===== src/rtl/hc_rd_arbiter.sv =====
// Round-robin arbiter sharing the CCI-P c0 read channel between NUM_REQ readers.
// Define HC_RD_ARB_STATS_EN to add stall and per-requester grant counters.
module hc_rd_arbiter #(
    parameter int NUM_REQ         = 4,
    parameter int MAX_OUTSTANDING = 64,
    parameter int ADDR_W          = 42,
    parameter int MDATA_W         = 16
) (
    input  logic                      clk,
    input  logic                      reset_n,
    input  logic [NUM_REQ-1:0]        req_valid,
    input  logic [NUM_REQ*ADDR_W-1:0] req_addr,
    output logic [NUM_REQ-1:0]        req_ready,
    output logic                      c0_tx_valid,
    output logic [ADDR_W-1:0]         c0_tx_addr,
    output logic [MDATA_W-1:0]        c0_tx_mdata,
    input  logic                      c0_tx_alm_full,
    input  logic                      c0_rx_valid,
    input  logic [MDATA_W-1:0]        c0_rx_mdata,
    input  logic [511:0]              c0_rx_data,
    output logic [NUM_REQ-1:0]        rsp_valid,
    output logic [511:0]              rsp_data,
    output logic [7:0]                outstanding,
    output logic                      idle,
    output logic                      err_tag
`ifdef HC_RD_ARB_STATS_EN
    ,
    output logic [31:0]               stall_cycles,
    output logic [NUM_REQ*32-1:0]     grant_cnt
`endif
);

    localparam int ID_W = $clog2(NUM_REQ);
    localparam logic [ID_W:0] NR = (ID_W+1)'(NUM_REQ);
    localparam logic [8:0] MAX_OUT = 9'(MAX_OUTSTANDING);

    logic [ID_W-1:0]    r_rr;
    logic               r_tx_valid;
    logic [ADDR_W-1:0]  r_tx_addr;
    logic [MDATA_W-1:0] r_tx_mdata;
    logic [NUM_REQ-1:0] r_rsp_valid;
    logic [511:0]       r_rsp_data;
    logic [7:0]         r_outstanding;
    logic               r_err;

    logic [8:0]         w_inflight;
    logic               w_can;
    logic               w_found;
    logic [NUM_REQ-1:0] w_grant;
    logic [ID_W-1:0]    w_gnt_id;
    logic [ADDR_W-1:0]  w_gnt_addr;
    logic [ID_W:0]      w_sum;
    logic [ID_W-1:0]    w_rr_nxt;
    logic [ID_W-1:0]    w_tag_id;
    logic               w_tag_hi_zero;
    logic               w_tag_ok;
    logic               w_rsp_hit;
    logic               w_underflow;
    logic [7:0]         w_out_nxt;

    // Slots already registered toward c0Tx count against the limit too.
    assign w_inflight = {1'b0, r_outstanding} + {8'd0, r_tx_valid};
    assign w_can = reset_n && !c0_tx_alm_full && (w_inflight < MAX_OUT);

    always_comb begin
        w_found    = 1'b0;
        w_grant    = '0;
        w_gnt_id   = '0;
        w_gnt_addr = '0;
        w_sum      = '0;
        for (int i = 0; i < NUM_REQ; i++) begin
            w_sum = {1'b0, r_rr} + (ID_W+1)'(i);
            if (w_sum >= NR) begin
                w_sum = w_sum - NR;
            end
            if (w_can && !w_found && req_valid[w_sum[ID_W-1:0]]) begin
                w_found    = 1'b1;
                w_gnt_id   = w_sum[ID_W-1:0];
                w_grant    = NUM_REQ'(1) << w_sum[ID_W-1:0];
                w_gnt_addr = req_addr[w_sum[ID_W-1:0]*ADDR_W +: ADDR_W];
            end
        end
    end

    assign w_rr_nxt = ({1'b0, w_gnt_id} == NR - 1'b1) ? '0 : w_gnt_id + 1'b1;

    assign w_tag_id      = c0_rx_mdata[ID_W-1:0];
    assign w_tag_hi_zero = ~|c0_rx_mdata[MDATA_W-1:ID_W];
    assign w_tag_ok      = w_tag_hi_zero && ({1'b0, w_tag_id} < NR);
    assign w_rsp_hit     = c0_rx_valid && w_tag_ok;

    always_comb begin
        w_out_nxt   = r_outstanding;
        w_underflow = 1'b0;
        if (r_tx_valid && !w_rsp_hit) begin
            w_out_nxt = r_outstanding + 8'd1;
        end else if (!r_tx_valid && w_rsp_hit) begin
            if (r_outstanding == 8'd0) begin
                w_underflow = 1'b1;
            end else begin
                w_out_nxt = r_outstanding - 8'd1;
            end
        end
    end

    always_ff @(posedge clk or negedge reset_n) begin
        if (!reset_n) begin
            r_rr          <= '0;
            r_tx_valid    <= 1'b0;
            r_tx_addr     <= '0;
            r_tx_mdata    <= '0;
            r_rsp_valid   <= '0;
            r_rsp_data    <= '0;
            r_outstanding <= '0;
            r_err         <= 1'b0;
        end else begin
            r_tx_valid    <= w_found;
            r_outstanding <= w_out_nxt;
            if (w_found) begin
                r_tx_addr  <= w_gnt_addr;
                r_tx_mdata <= MDATA_W'(w_gnt_id);
                r_rr       <= w_rr_nxt;
            end
            r_rsp_valid <= w_rsp_hit ? (NUM_REQ'(1) << w_tag_id) : '0;
            if (w_rsp_hit) begin
                r_rsp_data <= c0_rx_data;
            end
            if ((c0_rx_valid && !w_tag_ok) || w_underflow) begin
                r_err <= 1'b1;
            end
        end
    end

`ifdef HC_RD_ARB_STATS_EN
    logic [31:0] r_stall;
    logic [31:0] r_gcnt [NUM_REQ];

    always_ff @(posedge clk or negedge reset_n) begin
        if (!reset_n) begin
            r_stall <= '0;
            for (int i = 0; i < NUM_REQ; i++) begin
                r_gcnt[i] <= '0;
            end
        end else begin
            if ((|req_valid) && !w_can && (r_stall != '1)) begin
                r_stall <= r_stall + 32'd1;
            end
            for (int i = 0; i < NUM_REQ; i++) begin
                if (w_grant[i] && (r_gcnt[i] != '1)) begin
                    r_gcnt[i] <= r_gcnt[i] + 32'd1;
                end
            end
        end
    end

    always_comb begin
        grant_cnt = '0;
        for (int i = 0; i < NUM_REQ; i++) begin
            grant_cnt[i*32 +: 32] = r_gcnt[i];
        end
    end

    assign stall_cycles = r_stall;
`endif

    assign req_ready   = w_grant;
    assign c0_tx_valid = r_tx_valid;
    assign c0_tx_addr  = r_tx_addr;
    assign c0_tx_mdata = r_tx_mdata;
    assign rsp_valid   = r_rsp_valid;
    assign rsp_data    = r_rsp_data;
    assign outstanding = r_outstanding;
    assign err_tag     = r_err;
    assign idle = !reset_n ||
                  ((r_outstanding == 8'd0) && !(|req_valid) && !r_tx_valid);

endmodule

===== config.mk =====
export PLATFORM = sky130hd
export DESIGN_NAME = hc_rd_arbiter
export DESIGN_NICKNAME = d
export VERILOG_FILES = /design/src/rtl/hc_rd_arbiter.sv
export SDC_FILE = /design/constraint.sdc
export NUM_CORES = 1
export LEC_CHECK = 0
export ABC_AREA = 1
export CAP_MARGIN = 20
export CORE_AREA = 2 2 510 512
export CTS_CLUSTER_DIAMETER = 50
export DETAILED_ROUTE_END_ITERATION = 8
export DIE_AREA = 0 0 512 514
export DONT_BUFFER_PORTS = 1
export PLACE_DENSITY = 0.3
export SYNTH_ARGS = -nofsm -noshare
export SYNTH_HDL_FRONTEND = slang
export SYNTH_SLANG_ARGS = --single-unit

===== constraint.sdc =====
create_clock -name clk -period 2.8 [get_ports clk]
set_input_delay 0.56 -clock clk [delete_from_list [all_inputs] [get_ports clk]]
set_output_delay 0.56 -clock clk [all_outputs]
set_load 0.05 [all_outputs]

==> impl_metrics.csv, run 1 <==
group,metric,value,unit
clock_tree,cts_root_buf,"clkbuf_16",
synth,netlist_area,26500,sq um
detailed_routing,vias,25200,
critical_path,crit_fanout,4,
detailed_routing,wl,166,mm
synth,synth-warning-count,0,
power_and_ir_drop,p_leak,19.7,nW
floorplanning,num_rows,187,
timing,fin_worst_skew,0.0272,ns
critical_path,cp-end-kind,"output port",
critical_path,critPathBufInv,3,
clock_tree,cts.clk_slew.worst_paths,0.05,ns
timing,finalWorstSetupSlack,-0.114,ns
global_routing,grt_max_degree,575,
power_and_ir_drop,p_per_area,613,nW/um^2
critical_path,cp_cell_sequence,"inv_4 -> ha_4 -> inv_4 -> nand3_4 -> nand2_4 -> nand4_4 -> nor2_4 -> buf_12 -> nand2_4 -> nand2_8",
clock_tree,cts_tree,"yes",
global_routing,grt_util_all_layers,12.0,%
timing,period_share,104,%
power_and_ir_drop,vdd_drop_max,0.498,mV
floorplanning,die_w,512,microns
timing,final-setup-viol-count,4,
timing,slew_viol_final,0,
detailed_routing,drc,0,
synth,synth_seq_cells,572,
clock_tree,htreeDepth,3,
critical_path,critPathSlowestCell,"dfrtp_4",
synth,syn_avg_cell_area,7.92,sq um
critical_path,slowest_delay,0.49,ns
global_routing,grt_pass1_wl,222,mm
floorplanning,start_util,10.3,%
final_layout,fin_area,40800,sq um
global_routing,grt_overflow,0,
timing,relSlewSlack,17.3,%
final_layout,layout-drive-gt1-share,9.29,%
floorplanning,die_area,263000,sq um
final_layout,finalNetCount,4590,
final_layout,syn_to_final_growth,54.0,%
critical_path,path_class,"flop to output port",
synth,ys_seq_area_share,54.0,%
final_layout,final_util,15.8,%
critical_path,start_kind,"flop",
critical_path,cp.required,2.24,ns
place,place_hpwl,125,mm
timing,hold_viol,0,
detailed_routing,drt-pass1-iter-count,5,
power_and_ir_drop,total_power,25.1,mW
place,gp_congestion,0.841,
critical_path,crit_family,"simple AND/OR/NAND/NOR gates",
critical_path,arrival,2.35,ns
clock_tree,numCtsBuffers,118,
detailed_routing,antenna_left,0,
global_routing,antenna_found_initial,71,
detailed_routing,drt_first_iter_violations,1500,
clock_tree,cts_buffer_depth,3,
place,placed_cell_area,30700,sq um
synth,synthCells,3347,
detailed_routing,via_per_inst,3.41,
place,io_buffer_count,0,
synth,ys_types,34,
timing,fin_crit,2.91,ns
hold_path,hold_class,"primary input to flop",
detailed_routing,wl_per_cell,22.5,microns
floorplanning,io_pins,1293,
timing,rsz0062_at_grt,"true",
global_routing,grt_pass1_vias,25300,
floorplanning,core_area,258000,sq um
timing,worst_slew_pin_slew,1.24,ns
final_layout,layout_common_cells,"1,978 x nand2_1, 568 x dfrtp_1, 511 x dlygate4sd3_1",
job,drv_cap,0,
timing,fmax,0.343,GHz
run_status,violations,"setup timing",
clock_tree,clock_sinks,572,
floorplanning,die_h,514,microns
clock_tree,clk_latency,0.73,ns
run_status,status,"finished, violations left",
final_layout,final_common_cell,"nand2_1",
[cells in the mapped netlist]
cell type | instances | area share (%)
nand4_1 | 4 | 0.094
a21oi_2 | 1 | 0.033
nor2_4 | 2 | 0.085
buf_4 | 26 | 0.74
o22ai_1 | 4 | 0.094
buf_6 | 2 | 0.085
ha_1 | 12 | 0.57
and3_1 | 1 | 0.024
inv_1 | 42 | 0.59
nand2_1 | 1995 | 28
nor3_1 | 5 | 0.094
dfrtp_1 | 572 | 54
nor4_1 | 4 | 0.094
nand2_2 | 4 | 0.094
nand4_2 | 1 | 0.047
o21ai_0 | 135 | 2.5
clkbuf_1 | 75 | 1.1
xnor2_1 | 1 | 0.033
inv_2 | 3 | 0.042
buf_2 | 102 | 1.9
nor3_2 | 1 | 0.038
nand3_1 | 84 | 1.6
o211ai_1 | 40 | 1.1
nor2_2 | 2 | 0.047
o21ai_1 | 10 | 0.19
a21oi_1 | 53 | 1.0
xor2_1 | 5 | 0.17
fa_1 | 1 | 0.075
mux2i_1 | 126 | 4.8
nor2_1 | 25 | 0.35
and2_1 | 1 | 0.024
buf_1 | 5 | 0.071
conb_1 | 1 | 0.014
nand2_4 | 2 | 0.085
[per-stage QoR]
stage | std cells | TNS (ns) | hold slack [ns] | setup slack (ns)
2_1_floorplan | 3360 | -0.0828 | 0.264 | -0.0207
3_5_place_dp | 6618 | 0 | 0.277 | 0.0790
6_report | 7405 | -0.425 | 0.0634 | -0.114
3_3_place_gp | 6618 | -0.0476 | 0.280 | -0.0476
5_1_grt | 7392 | -1.00 | 0.0312 | -0.257
4_1_cts | 7352 | -1.09 | -0.573 | -0.274
[flip-flops by register name, summed over array words and instances (netlist names), named ones only]
signal and count:
r_rr 1, rsp_data 512, c0_tx_addr 42, outstanding 8, c0_tx_valid 1, rsp_valid 4, c0_tx_mdata 2, err_tag 1
[kinds of logic (layout without fill, tap and decap cells)]
logic type / Yosys count / count (layout) / synth area share [%]
compound gates: 243 / 243 / 5.00
xor+xnor: 6 / 6 / 0.198
fa+ha+maj: 13 / 13 / 0.642
buf+inv: 255 / 869 / 4.52
flops: 572 / 572 / 54.0
mux: 126 / 126 / 4.76
other cells: 1 / 43 / 0.0141
simple gates: 2131 / 2131 / 30.9
[final cells by class]
| class | instances | area, sq um |
|---|---|---|
| antenna | 29 | 72.6 |
| multi-input combinational | 2533 | 11400 |
| fill | 29000 | 217000 |
| sequential | 572 | 14300 |
| tap | 3402 | 4260 |
| clock buffer | 144 | 3210 |
| clock inverter | 77 | 1100 |
| timing repair buffer | 603 | 6250 |
| inverter | 45 | 186 |
[routing by layer]
layer	share of wire, %	vias up	GRT usage [%]	wire length (microns)
li1	-	11600	-	-
met1	40	12100	14.2	66800
met2	43	1236	18.3	71400
met3	13	295	6.78	22100
met4	3.6	26	3.95	5930
met5	0.098	-	0	163
[path summary, 6_finish.rpt]
check,start,to,slack (ns),cells past startpoint
worst min register to register,outstanding[1]$_DFFE_PN0P_,outstanding[1]$_DFFE_PN0P_,0.64,2
worst min-delay path,c0_rx_data[158],rsp_data[158]$_DFFE_PN0P_,0.06,2
worst max register to register,flop,c0_tx_addr[30]$_DFFE_PN0P_,0.27,11
worst max-delay path,flop,req_ready[1],-0.11,10
max in group asynchronous,reset_n,rsp_data[74]$_DFFE_PN0P_,1.03,3
min in group asynchronous,reset_n,rsp_data[128]$_DFFE_PN0P_,0.08,2
[power by group]
| group | switching [mW] | total [mW] | internal, mW |
|---|---|---|---|
| Clock | 5.77 | 15.5 | 9.71 |
| Sequential | 0.0470 | 8.33 | 8.28 |
| Combinational | 0.629 | 1.24 | 0.607 |
| Total | 6.45 | 25.1 | 18.6 |
[what timing repair did]
action,in CTS,in global routing
buffers inserted,7,12
setup endpoints to repair,5,5
gates cloned,0,1
endpoints found under the hold margin,1079,133
pin swaps,13,15
resized for setup,41,36
hold buffers,506,7
Power figures use the tool's default switching activity.
==> run 2: changes to the inputs <==
Clock period 2.8 ns to 2.4 ns, I/O delays scaled along.
==> impl_metrics.csv, run 2 (synthesized netlist as in run 1, its figures left out) <==
group,metric,value,unit
run_status,status,"finished, violations left",
run_status,violations,"setup timing",
final_layout,finalNonFillerCells,7628,
timing,slew_viol_final,0,
clock_tree,cts_buffer_depth,4,
place,gp_congestion,0.817,
final_layout,num-fill-cells,29000,
final_layout,syn_to_final_growth,62.2,%
final_layout,layout-drive-gt1-share,10.8,%
critical_path,crit_fanout,4,
timing,hold_viol,0,
detailed_routing,drc,0,
timing,period_share,121,%
detailed_routing,wl,176,mm
power_and_ir_drop,p_per_area,710,nW/um^2
timing,relSlewSlack,25.5,%
global_routing,grt_util_all_layers,12.9,%
power_and_ir_drop,p_sw,7.65,mW
power_and_ir_drop,p_int,22.9,mW
detailed_routing,wl_per_cell,23.1,microns
final_layout,fin_area,43000,sq um
place,place_hpwl,134,mm
timing,fin_crit,2.91,ns
detailed_routing,vias,26000,
detailed_routing,via_per_inst,3.41,
floorplanning,num_rows,187,
floorplanning,die_area,263000,sq um
clock_tree,cts.clk_slew.worst_paths,0.05,ns
critical_path,arrival,2.43,ns
timing,finalWorstSetupSlack,-0.509,ns
detailed_routing,drt-pass1-iter-count,6,
clock_tree,htreeDepth,4,
floorplanning,die_h,514,microns
global_routing,antenna_found_initial,70,
detailed_routing,antenna_left,0,
job,drv_cap,0,
timing,fin_worst_skew,0.0558,ns
final_layout,layout_common_cells,"1,980 x nand2_1, 650 x dlygate4sd3_1, 570 x dfrtp_1",
global_routing,grt_pass1_vias,26200,
critical_path,cp.required,1.92,ns
floorplanning,core_area,258000,sq um
final_layout,largest_reg_flops,512,
detailed_routing,top_layer_used,"met5",
power_and_ir_drop,vdd_drop_max,0.458,mV
final_layout,finalNetCount,4823,
place,dp_slack,-0.0556,ns
power_and_ir_drop,p_seq_share,31.8,%
place,dp.cells,6700,
power_and_ir_drop,p_leak,20.8,nW
detailed_routing,wl_met1,64.8,mm
critical_path,path_class,"flop to output port",
global_routing,grt_max_degree,575,
final_layout,final_common_cell,"nand2_1",
clock_tree,cts_root_buf,"clkbuf_16",
global_routing,grt_overflow,0,
power_and_ir_drop,combPwrFrac,5.2,%
critical_path,start_kind,"flop",
clock_tree,clock_sinks,572,
hold_path,hold_class,"primary input to flop",
place,placed_cell_area,31500,sq um
detailed_routing,wl_met3,20.4,mm
place,io_buffer_count,0,
timing,final-setup-viol-count,5,
timing,worst_slew_pin_slew,1.12,ns
clock_tree,cts_tree,"yes",
power_and_ir_drop,p_clk_share,62.9,%
clock_tree,clk_latency,0.78,ns
global_routing,grt_pass1_wl,234,mm
detailed_routing,met2_length,85.4,mm
clock_tree,numCtsBuffers,138,
floorplanning,start_util,10.3,%
timing,fmax,0.344,GHz
floorplanning,die_w,512,microns
timing,rsz0062_at_grt,"true",
detailed_routing,drt_first_iter_violations,1635,
power_and_ir_drop,p_sw_share,25.1,%
floorplanning,io_pins,1293,
critical_path,cp-end-kind,"output port",
==> run 2: changes by cell type in the layout (fill, tap and decap cells not counted), moves of 6 or more <==
cell	delta
dlygate4sd3_1	+139
buf_4	+74
clkbuf_16	+23
clkinvlp_4	+13
diode_2	-10
inv_6	-9
clkinv_16	-6
==> run 2: cell type report <==
cell class	count	area, sq um	area share, %
multi-input cells	2533	11400	26.5
clock inverters	73	811	1.88
inverters	45	203	0.471
well taps	3402	4260	9.89
clock buffers	168	3780	8.79
diodes	19	47.5	0.111
repair buffers	816	8190	19.0
flip-flops and latches	572	14300	33.3
==> run 2: path summary, 6_finish.rpt <==
check	start	to	slack [ns]	depth (start not counted)
min reg2reg	rsp_data[152]$_DFFE_PN0P_	rsp_data[152]$_DFFE_PN0P_	0.49	2
min in group asynchronous	reset_n	rsp_valid[1]$_DFF_PN0_	0.31	2
max in group asynchronous	reset_n	rsp_data[326]$_DFFE_PN0P_	0.17	4
max reg2reg	flop	c0_tx_addr[18]$_DFFE_PN0P_	0.02	6
max	flop	req_ready[2]	-0.51	9
min	c0_rx_data[175]	rsp_data[175]$_DFFE_PN0P_	0.06	2
==> run 2: worst max-delay path, stage by stage (launching register included) <==
cell      delay, ns
dfrtp_4        0.46
inv_6          0.05
ha_4           0.29
inv_4          0.05
nand3_4        0.06
nand2_4        0.07
nand4_1        0.14
bufinv_8       0.22
a21oi_4        0.21
nand2_8        0.12
==> run 2: power by group through the flow <==
stage | clock network [mW] | logic (mW) | registers [mW]
final | 19.2 | 1.60 | 9.72
after detailed placement | 0 | 0.339 | 9.88
after global placement | 0 | 0.335 | 9.88
after global routing | 20.4 | 1.74 | 9.72
after floorplan | 0 | 0.291 | 9.88
after CTS | 19.9 | 1.38 | 9.72
==> run 2: metrics by stage <==
step | util [%] | total power [mW] | hold WS (ns) | setup TNS, ns
final | 16.7 | 30.5 | 0.0574 | -2.15
after global routing | 16.7 | 31.8 | 0.0379 | -3.68
after CTS | 16.6 | 31.0 | -0.646 | -2.61
after detailed placement | 12.2 | 10.2 | 0.217 | -0.393
after global placement | 12.2 | 10.2 | 0.214 | -0.284
after floorplan | - | 10.2 | 0.184 | -1.03
==> run 2: what timing repair did <==
item                                    4_1_cts  5_1_grt
resized for setup                            22        5
buffers inserted                              7        6
endpoints found under the setup margin        5       23
hold endpoints to repair                   1126      435
hold buffers                                649        2
pin swaps                                    13        7
==> run 2: per-layer routing <==
metal / up-vias / track usage [%]
met5: - / 0
met4: 22 / 3.80
met3: 284 / 6.34
met2: 1307 / 22.0
met1: 12400 / 13.9
li1: 12100 / -
